--- config.mk ---
export PLATFORM = sky130hd
export DESIGN_NAME = buffout_tx
export DESIGN_NICKNAME = d
export VERILOG_FILES = /design/src/rtl/buffout_tx.sv
export SDC_FILE = /design/constraint.sdc
export NUM_CORES = 1
export LEC_CHECK = 0
export CAP_MARGIN = 20
export CORE_AREA = 2 2 397 301
export DETAILED_ROUTE_END_ITERATION = 7
export DIE_AREA = 0 0 399 303
export GPL_TIMING_DRIVEN = 0
export PLACE_DENSITY_LB_ADDON = 0.15
export SLEW_MARGIN = 0
export SYNTH_ARGS = -nofsm -noshare
export SYNTH_HDL_FRONTEND = slang
export SYNTH_SLANG_ARGS = --single-unit
export TNS_END_PERCENT = 1
--- constraint.sdc ---
create_clock -name clk -period 3.75 [get_ports clk]
set_clock_uncertainty 0.1 [all_clocks]
set_input_delay 0.375 -clock clk [delete_from_list [all_inputs] [get_ports clk]]
set_output_delay 0.375 -clock clk [all_outputs]
set_load 0.01 [all_outputs]
--- src/rtl/buffout_tx.sv ---
// buffout_tx: output byte FIFO with backpressured strobe drain and end-of-file terminator.
module buffout_tx #(
   parameter int unsigned           DATA_WIDTH = 8,
   parameter int unsigned           ADDR_WIDTH = 7,
   parameter logic [DATA_WIDTH-1:0] EOF_B0     = 8'h00,
   parameter logic [DATA_WIDTH-1:0] EOF_B1     = 8'h80
) (
   input  logic                  clk,
   input  logic                  clr,
   input  logic [DATA_WIDTH-1:0] data,
   input  logic                  wre,
   input  logic                  fin,
   input  logic                  dst_full,
   output logic [DATA_WIDTH-1:0] q_out,
   output logic                  wr_out,
   output logic [ADDR_WIDTH-1:0] count,
   output logic                  full,
   output logic                  empt,
   output logic                  ovf,
   output logic                  busy,
   output logic                  done
);

   localparam int unsigned DEPTH = 1 << ADDR_WIDTH;

   typedef enum logic [1:0] {RUN, TERM0, TERM1, DONE} state_t;

   state_t                  state;
   logic [DATA_WIDTH-1:0]   ram [DEPTH];
   logic [ADDR_WIDTH-1:0]   ptri;
   logic [ADDR_WIDTH-1:0]   ptro;
   logic                    fin_pend;
   logic                    push;
   logic                    pop;

   // Occupancy flags; one slot is kept free so the count fits ADDR_WIDTH bits.
   assign full = (count == {ADDR_WIDTH{1'b1}});
   assign empt = (count == '0);

   // Accepted write and FIFO pop for this cycle; popping only happens in RUN.
   assign push = wre && !full;
   assign pop  = (state == RUN) && !dst_full && (count != '0);

   // Storage array; contents are not reset.
   always_ff @(posedge clk) begin
      if (push) ram[ptri] <= data;
   end

   // Pointers, occupancy, overflow flag and the drain/terminator FSM.
   always_ff @(posedge clk or negedge clr) begin
      if (!clr) begin
         state    <= RUN;
         ptri     <= '0;
         ptro     <= '0;
         count    <= '0;
         q_out    <= '0;
         wr_out   <= 1'b0;
         ovf      <= 1'b0;
         fin_pend <= 1'b0;
         busy     <= 1'b0;
         done     <= 1'b0;
      end else begin
         wr_out <= 1'b0;
         if (wre && full) ovf <= 1'b1;
         if (push) ptri <= ptri + ADDR_WIDTH'(1);
         count <= count + ADDR_WIDTH'(push) - ADDR_WIDTH'(pop);
         case (state)
            RUN: begin
               if (fin) fin_pend <= 1'b1;
               if (pop) begin
                  q_out  <= ram[ptro];
                  wr_out <= 1'b1;
                  ptro   <= ptro + ADDR_WIDTH'(1);
                  // Last pending byte leaves now: start the terminator right behind it.
                  if (fin_pend && (count == ADDR_WIDTH'(1)) && !push) begin
                     state <= TERM0;
                     busy  <= 1'b1;
                  end
               end else if (fin_pend && (count == '0) && !dst_full) begin
                  state <= TERM0;
                  busy  <= 1'b1;
               end
            end
            TERM0: begin
               if (!dst_full) begin
                  q_out  <= EOF_B0;
                  wr_out <= 1'b1;
                  state  <= TERM1;
               end
            end
            TERM1: begin
               if (!dst_full) begin
                  q_out    <= EOF_B1;
                  wr_out   <= 1'b1;
                  fin_pend <= 1'b0;
                  state    <= DONE;
                  busy     <= 1'b0;
                  done     <= 1'b1;
               end
            end
            DONE: begin
               if (count != '0) begin
                  state <= RUN;
                  done  <= 1'b0;
               end
            end
            default: state <= RUN;
         endcase
      end
   end

endmodule
# --- After elaboration in Yosys (flattened, before gate mapping) ---
# Memories as Yosys holds them, arrays and structs flattened.
# Index checks and enable logic that the tools add are counted.
word_totals:
  ff_bits: 36
  latchBits: 0
  ramBits: 1024
  rom_bits: 0
  in_bits: 13
  word_cells: 77
  n_memories: 1
op_classes:
  addsub: 4
  multipliers: 0
  n_div: 0
  order_cmp: 0
  eq_ne: 12
  n_shift: 0
  muxes: 26
  bitwise: 0
  n_reduce_logical: 24
mem_list:
  columns: ["memory", "depth", "word_bits", "read_ports", "rd_clocked_by_memory_dff", "write_ports", "line", "rtl"]
  rows:
  - ["ram", 128, 8, 1, 0, 1, "29", "logic [DATA_WIDTH-1:0] ram [DEPTH];"]
ops:
  columns: ["op", "count"]
  rows:
  - ["$mux W8", 3]
  - ["$pmux W8 S3", 1]
  - ["$add A7 B1 Y7 const B", 2]
  - ["$mux W2", 6]
  - ["$mux W1", 11]
  - ["$ne A2 B2 Y1 const B", 5]
  - ["$logic_and A1 B1 Y1", 8]
  - ["$pmux W1 S2", 4]
  - ["$pmux W2 S4", 1]
  - ["$reduce_and A4 Y1", 2]
  - ["$add A7 B1 Y7", 1]
  - ["$eq A7 B1 Y1 const B", 1]
  - ["$eq A7 B7 Y1 const B", 1]
  - ["$logic_not A7 Y1", 1]
  - ["$reduce_bool A7 Y1", 1]
  - ["$sub A7 B1 Y7", 1]
  - ["$ne A3 B2 Y1 const B", 2]
  - ["$reduce_and A3 Y1", 2]
  - ["$reduce_and A5 Y1", 1]
  - ["$eq A2 B2 Y1 const B", 2]
  - ["$reduce_bool A2 Y1", 2]
  - ["$logic_not A1 Y1", 3]
  - ["$reduce_bool A3 Y1", 1]
  - ["$eq A2 B1 Y1 const B", 1]
  - ["other kinds (3)", 3]

# --- Depth between registers and ports, before layout ---
# Gate-level depths: netlist of the first run.
logic_depth:
  ltp_word: 8
  depth_mapped: 16

# --- Least setup slack after synthesis of the first run ---
# Ideal clock, no wire load.
synth_timing:
  path_kind: "register to register"
  start: "register count[4]"
  end: "register count[6]"
  setup_ps: 125
  t_arrival_ps: 2756
  t_required_ps: 3525
  path_slack_ps: 768
  path_stages_with_launch: 17
  synth_period_minus_slack_ps: 2982
  cell_sequence: "dfrtp_1 inv_1 ha_1 nand4bb_1 o21ai_0 nor2_1 o21ai_0 nand2_1 ha_1 inv_1 fa_1 nand2b_1 a21oi_1 o21ai_0 a21oi_1 nor2_1 xnor2_1"
synth_between:
  elab_chain_cells: 5
  elab_cells_between_ends: 7
  cone_classes: "add/sub: 2; eq/ne: 1; reduce/logical: 4"
synth_lines:
  columns: ["item", "line", "rtl"]
  rows:
  - ["start, declared", "16", "output logic [ADDR_WIDTH-1:0] count,"]
  - ["start signal, assigned", "66", "count <= count + ADDR_WIDTH'(push) - ADDR_WIDTH'(pop);"]
  - ["$eq A7 B7 Y1", "37", "assign full = (count == {ADDR_WIDTH{1'b1}});"]
  - ["$logic_not A1 Y1", "41", "assign push = wre && !full;"]
  - ["$logic_and A1 B1 Y1", "41", null]
  - ["$add A7 B1 Y7", "66", null]
  - ["$sub A7 B1 Y7 *", "66", null]
# Every way passes the cells marked *; elsewhere a longest branch is shown, timed or not.
# A chain may end at the register's enable or synchronous reset.

# --- Final worst setup path of the first run ---
layout_timing:
  start: "register ptro[3]"
  end: "register q_out[0]"
layout_between:
  elab_chain_cells: 3
layout_lines:
  columns: ["item", "line", "rtl"]
  rows:
  - ["start, declared", "31", "logic [ADDR_WIDTH-1:0] ptro;"]
  - ["start signal, assigned", "73", "ptro <= ptro + ADDR_WIDTH'(1);"]
  - ["$mem_v2 Z128 W8", null, null]
  - ["$mux W8", "70", "if (pop) begin"]
  - ["$pmux W8 S3", "67", "case (state)"]
  - ["end signal, assigned", "71", "q_out <= ram[ptro];"]
  - ["end, declared", "14", "output logic [DATA_WIDTH-1:0] q_out,"]
# No other way between the ends. The select of a mux whose other input is x is not followed.

==> flow_summary.json, run 1 <==
{
  "num-fill-cells": 10401,
  "routabilityCongestion": 0.974,
  "drt_iter0_markers": 3574,
  "die-area_mm2": 0.121,
  "synth.distinct_cells": 68,
  "post-route-util_pct": 41.5,
  "path_class": "flop to flop",
  "hold_viol": 0,
  "critPathMaxFanout": 10,
  "regArea_mm2": 0.0317,
  "clkPwrFrac_pct": 27.8,
  "syn_inst": 2124,
  "wl_per_cell_um": 39.5,
  "ant_nets": 0,
  "worstPathArrival_ps": 4420,
  "hp-class": "input port to async pin",
  "synthesis.nets": 2156,
  "wirelength_mm": 156,
  "synth_flop_cell": "edfxtp_1",
  "synth-seq-area-share_pct": 75.7,
  "yosysWarnings": 0,
  "io_buffer_count": 33,
  "die_height_um": 303,
  "root_buffer": "clkbuf_16",
  "clk_pin_slew_ps": 70,
  "cts_made_buffers": 105,
  "design_area_mm2": 0.0485,
  "clk_path_buf_depth": 3,
  "num-nets-final": 2331,
  "layout_common_cells": "edfxtp_1 (1024), mux4_2 (202), mux2i_1 (128), nor2_1 (124), clkbuf_16 (106)",
  "grt_max_degree": 89,
  "start_util_pct": 35.7,
  "pwr-share-comb_pct": 37.7,
  "violations": "negative setup slack",
  "pwr-share-seq_pct": 34.5,
  "multiInputGateArea_mm2": 0.00957,
  "final_cells": 3945,
  "clock_latency_ps": 730,
  "tritoncts": "yes",
  "syn_area_mm2": 0.0418,
  "synth_top_area_share_pct": 73.6,
  "antenna_found_initial": 8,
  "fin_crit_sh_pct": 105,
  "grt_pass1_vias": 22384,
  "placed_cell_area_mm2": 0.0446,
  "fmax_mhz": 253,
  "crit_chain": "clkbuf_1, or3b_2, buf_1, clkbuf_2, o22ai_1, a211oi_1, o21ai_0, a311oi_2, o31ai_1",
  "critical_path_required_ps": 4220,
  "internal_power_uw": 24300,
  "synth.avg_cell_area_um2": 19.7,
  "vias": 23845,
  "track_usage_pct": 25.9,
  "via_per_inst": 6.04,
  "final.setup.worst_slack_ps": -205,
  "end_kind": "flop",
  "min_period_ps": 3950,
  "core_mm2": 0.117,
  "drive_above_1_share_pct": 23.6,
  "max_stage_delay_ps": 920,
  "ys_ff_latch": 1060,
  "overflow": 0,
  "place_hpwl_mm": 104,
  "ioPinCount": 34,
  "rsz0062_at_grt": "yes",
  "row_count": 109,
  "synth_area_leaders": "edfxtp_1 (74%), mux4_2 (11%), mux2i_1 (3.1%)",
  "outcome": "finished with violations",
  "synthArstFlopShare_pct": 3.40,
  "slew_headroom_pct": 14.7,
  "drv_cap": 0,
  "powerDensity_mw_per_mm2": 814,
  "route.detailed.drc": 0,
  "dp.cells": 3737,
  "leakagePower_uw": 0.0155,
  "netSwitchingFraction_pct": 38.5,
  "area_growth_pct": 16.1,
  "setup_viol": 5,
  "cts_sinks": 1060,
  "h-tree-depth": 3,
  "power.switching_uw": 15200,
  "critPathLaunchType": "flop",
  "worstMarginPinSlew_ps": 1280,
  "yosys.area.top_type": "edfxtp_1",
  "crit_slowest_cell": "buf_1",
  "die_w_um": 399,
  "synth_edf_count": 1024,
  "drtPass1Iterations": 7,
  "peakVddDrop_mv": 0.538,
  "finalMaxSlewViolations": 0,
  "layout_commonest_cell": "edfxtp_1",
  "grt_pass1_wl_mm": 206
}
==> Yosys cell counts, types with 7 or more instances <==
cell type     n
a211oi_1     10
a21oi_1      55
a221oi_1     35
a22oi_1      20
a31oi_1       7
and2_1        7
buf_1         7
buf_2        35
buf_4        16
buf_6        11
clkbuf_1     47
dfrtp_1      36
edfxtp_1   1024
ha_1         18
inv_1        21
mux2_2       10
mux2i_1     130
mux4_2      202
nand2_1      64
nand3_1      27
nor2_1      155
nor2b_1      11
nor3_1        9
o21ai_0      25
o221ai_1     20
o22ai_1       9
xnor2_1      12
==> area by class of cell <==
| type | count | share of cell area, % |
|---|---|---|
| Antenna cell | 1 | 0.00516 |
| Buffer | 121 | 1.77 |
| Clock buffer | 126 | 5.62 |
| Clock inverter | 72 | 1.61 |
| Inverter | 23 | 0.178 |
| Multi-Input combinational cell | 920 | 19.7 |
| Sequential cell | 1060 | 65.2 |
| Tap cell | 1554 | 4.01 |
| Timing Repair Buffer | 68 | 1.85 |
==> metal layers <==
metal  track usage (%)  wire length, µm  vias to the layer above
met1              39.3            68500                    13035
met3              7.67            18100                      236
met4              7.55             4710                        4
met2              35.7            64500                     1474
li1                  -                -                     9096
met5                 0               20                        -
==> power by group through the flow <==
stage	clock network (µW)	logic, µW	registers (µW)
after floorplan	0	6840	13800
after global placement	0	13900	13900
after detailed placement	0	14200	13900
after CTS	11100	14400	13600
after global routing	11500	15000	13600
final	11000	14900	13600
==> kinds of logic after synthesis <==
kind of cell | Yosys count | share of synthesized area [%]
AOI/OAI and AO/OA | 238 | 4.03
xor gates and xnor gates | 18 | 0.377
adders and majority gates | 19 | 0.587
buffers and inverters | 144 | 1.86
DFF | 1060 | 75.7
muxes | 342 | 14.3
and+or+nand+nor | 303 | 3.18
==> stage by stage <==
stage               setup TNS [ps]  hold slack [ps]  setup WS, ps  power, µW
finish                        -493             79.8          -205      39500
global route                  -458             81.6          -155      40200
CTS                           -948             54.4          -356      39100
detailed placement         -305230              167          -968      28000
global placement          -2183700              339         -1880      27800
floorplan                        0            -20.6           768      20700
==> flip-flops by register name, indices dropped and copies added (netlist names) <==
name      count
count         7
ptro          7
ptri          7
q_out         8
wr_out        1
done          1
ovf           1
state         2
fin_pend      1
busy          1
ram        1024
==> final timing paths <==
path | startpoint | to | slack [ps] | depth (start not counted)
worst min register to register | ovf | ovf | 370 | 1
worst min-delay path | clr | count[6] | 80 | 3
worst max register to register | ptro[3] | q_out[0] | -200 | 9
max in group asynchronous | clr | ptri[4] | 2640 | 3
worst max-delay path | ptro[3] | q_out[0] | -200 | 9
min in group clk | data[0] | ram[75][0] | 80 | 1
==> critical path, delay by kind of cell, from the launching register on <==
family / cells / cell delay, ps
buf+inv: 3 / 1720
simple gates: 1 / 240
compound gates: 5 / 1350
flops: 1 / 370
==> what timing repair did <==
item	CTS	global route
endpoints found under the setup margin	695	176
pin swaps	1	0
setup buffers	6	0
hold endpoints to repair	36	0
hold buffers	2	0
gates resized for setup	67	66
(Power assumes the default switching activity.)
==> run 2, diff against run 1 <==
--- a/config.mk
+++ b/config.mk
@@ -5,13 +5,15 @@
 export SDC_FILE = /design/constraint.sdc
 export NUM_CORES = 1
 export LEC_CHECK = 0
+export ABC_AREA = 1
 export CAP_MARGIN = 20
-export CORE_AREA = 2 2 397 301
+export CORE_AREA = 2 2 410 311
 export DETAILED_ROUTE_END_ITERATION = 7
-export DIE_AREA = 0 0 399 303
+export DIE_AREA = 0 0 412 313
 export GPL_TIMING_DRIVEN = 0
 export PLACE_DENSITY_LB_ADDON = 0.15
-export SLEW_MARGIN = 0
+export REMOVE_ABC_BUFFERS = 1
+export SLEW_MARGIN = 20
 export SYNTH_ARGS = -nofsm -noshare
 export SYNTH_HDL_FRONTEND = slang
 export SYNTH_SLANG_ARGS = --single-unit
==> run 2 against run 1 <==
Net effect:
- synthesized cell count grew 95%
- non-clock buffer count down 81
- the flow now finishes without violations
- final area up 5.1%
- setup slack better by 350 ps
- sequential cell count is the same
- first-iteration DRC count decreased by 17%
- critical endpoint is now ram[80][2]
- core utilization is 0.77 points lower
- critical path depth rose by 1
- sequential share of layout area down 3.1 points
- die area is 6.7% higher
- largest power group is now sequential cells
- clock-buffer cell count increased by 12
==> flow_summary.json, run 2 <==
{
  "wirelength_mm": 130,
  "rsz0062_at_grt": "yes",
  "critPathLaunchType": "flop",
  "area_growth_pct": 14.0,
  "ant_nets": 0,
  "cts_sinks": 1060,
  "num-nets-final": 4167,
  "synth_area_leaders": "edfxtp_1 (69%), nand2_1 (11%), nand3_1 (4.9%)",
  "hold_viol": 0,
  "drt_iter0_markers": 2959,
  "regMostFlops": "ram",
  "yosysWarnings": 0,
  "critical_path_required_ps": 3980,
  "hp-class": "input port to async pin",
  "outcome": "completed",
  "synth-seq-area-share_pct": 70.8,
  "ys_ff_latch": 1060,
  "hold-worst-slack_ps": 39.6,
  "die_height_um": 313,
  "wl_per_cell_um": 22.1,
  "synth_edf_count": 1024,
  "max_stage_delay_ps": 660,
  "grt_pass1_vias": 27027,
  "vias": 29059,
  "layout_common_cells": "nand2_1 (1319), edfxtp_1 (1024), nor2_1 (469), nand3_1 (436), inv_1 (280)",
  "clk_path_buf_depth": 3,
  "critPathMaxFanout": 14,
  "setup_viol": 0,
  "fmax_mhz": 278,
  "root_buffer": "clkbuf_16",
  "synth.distinct_cells": 32,
  "worstMarginPinSlew_ps": 1120,
  "yosys.area.top_type": "edfxtp_1",
  "crit_chain": "ha_1, inv_1, nor2_1, nand3_1, nand2_1, inv_1, nand4_1, buf_8, buf_6, nor2_1",
  "grt_max_degree": 121,
  "cp_num_buf_inv": 4,
  "worstPathArrival_ps": 3830,
  "clk_pin_slew_ps": 60,
  "drtPass1Iterations": 5,
  "via_per_inst": 4.94,
  "largest_reg_flops": 1024,
  "route.detailed.drc": 0,
  "antenna_found_initial": 2,
  "min_period_ps": 3600,
  "io_buffer_count": 33,
  "grt_pass1_wl_mm": 190,
  "die-area_mm2": 0.129,
  "overflow": 0,
  "powerDensity_mw_per_mm2": 739,
  "num-fill-cells": 11978,
  "synth.avg_cell_area_um2": 10.8,
  "layout_commonest_cell": "nand2_1",
  "crit_slowest_cell": "nand4_1",
  "ioPinCount": 34,
  "routabilityCongestion": 0.797,
  "leakagePower_uw": 0.0193,
  "synth.top_cells.by_count": "nand2_1 (1329), edfxtp_1 (1024), nor2_1 (475)",
  "design_area_mm2": 0.0510,
  "track_usage_pct": 20.0,
  "synth_top_area_share_pct": 68.8,
  "reg_top3": "ram: 1024 flops, q_out: 8 flops",
  "critical_path_depth": 10,
  "insertedDiodeCount": 0,
  "syn_area_mm2": 0.0447,
  "cp_top_family": "simple AND/OR/NAND/NOR gates",
  "core_mm2": 0.125,
  "reg2reg_depth": 10,
  "yosysMostFrequentCell": "nand2_1",
  "h-tree-depth": 3,
  "cts_made_buffers": 105,
  "synthArstFlopShare_pct": 3.40,
  "end_kind": "flop",
  "die_w_um": 412,
  "multiInputGateArea_mm2": 0.0110,
  "row_count": 113,
  "placed_cell_area_mm2": 0.0474,
  "slew_headroom_pct": 25.1,
  "start_util_pct": 35.7,
  "peakVddDrop_mv": 0.474,
  "synth_flop_cell": "edfxtp_1",
  "place_hpwl_mm": 74.8,
  "tritoncts": "yes",
  "drive_above_1_share_pct": 5.97,
  "syn_inst": 4140,
  "clock_latency_ps": 710,
  "drv_cap": 0,
  "regArea_mm2": 0.0317,
  "finalMaxSlewViolations": 0,
  "fin_crit_sh_pct": 96.1,
  "path_class": "flop to flop"
}
-- run 2: changes by cell type in the layout (fill, tap and decap cells not counted), sizes merged, moves of 37 or more --
cell	before	now
nand2	64	1329
nand3	27	438
nor2	155	477
inv	27	288
mux4	202	0
o21ai	31	183
mux2i	130	0
buf	110	71
a221oi	37	0
-- run 2: area by class of cell --
type                       count  area share, %
multi-input combinational   2565           21.5
sequential                  1060           62.1
clock buffer                 138           5.61
timing repair inverter         1         0.0172
inverter                     294           2.23
tap                         1667           4.09
clock inverter                52          0.626
timing repair buffer         108           3.78
-- run 2: cell families (layout without fill, tap and decap cells) --
kind of cell | after synthesis | after routing | synth area share, %
adder cells (fa/ha/maj) | 19 | 19 | 0.548
AO/OA/AOI/OAI | 257 | 257 | 3.03
XOR/XNOR | 18 | 18 | 0.353
flip-flops | 1060 | 1060 | 70.8
AND/OR/NAND/NOR | 2271 | 2271 | 20.5
buffers and inverters | 515 | 593 | 4.84
-- run 2: where the power goes --
group	total [µW]	internal (µW)	switching (µW)
clock	10100	5530	4570
combinational	13800	4070	9700
sequential	13800	13400	402
total	37700	23000	14700
-- run 2: stage by stage --
stage / power, µW / std cells / worst slack (ps) / TNS [ps] / util (%)
floorplan: 19900 / 3919 / -16480 / -204000 / -
global placement: 21800 / 5619 / -50450 / -4148130 / 36.8
detailed placement: 27200 / 5678 / -1150 / -8870 / 37.8
CTS: 37800 / 5882 / 12.2 / 0 / 40.6
global route: 39700 / 5885 / -31.7 / -44.3 / 40.7
finish: 37700 / 5885 / 147 / 0 / 40.7
-- run 2: metal layers --
layer  part of all wire, %  track usage [%]  vias up
met5                     0                0        -
li1                      -                -    13866
met4                   2.0             4.14        0
met2                    44             29.5      774
met3                   6.1             3.64      146
met1                    48             30.6    14273
-- run 2: final timing paths --
kind	from	slack, ps	to
min in group clk	data[1]	40	ram[120][1]
hold reg to reg	ovf	360	ovf
hold / removal	clr	40	busy
setup / recovery	count[2]	150	ram[80][2]
max in group asynchronous	clr	3020	ptro[1]
setup reg to reg	count[2]	150	ram[80][2]
-- run 2: repair_timing --
| item | 4_1_cts | 5_1_grt |
|---|---|---|
| hold buffers | 5 | 0 |
| setup endpoints to repair | 8 | 40 |
| endpoints found under the hold margin | 189 | 0 |
| resized for setup | 11 | 8 |
| cloned | 7 | 3 |
| setup buffers | 2 | 0 |
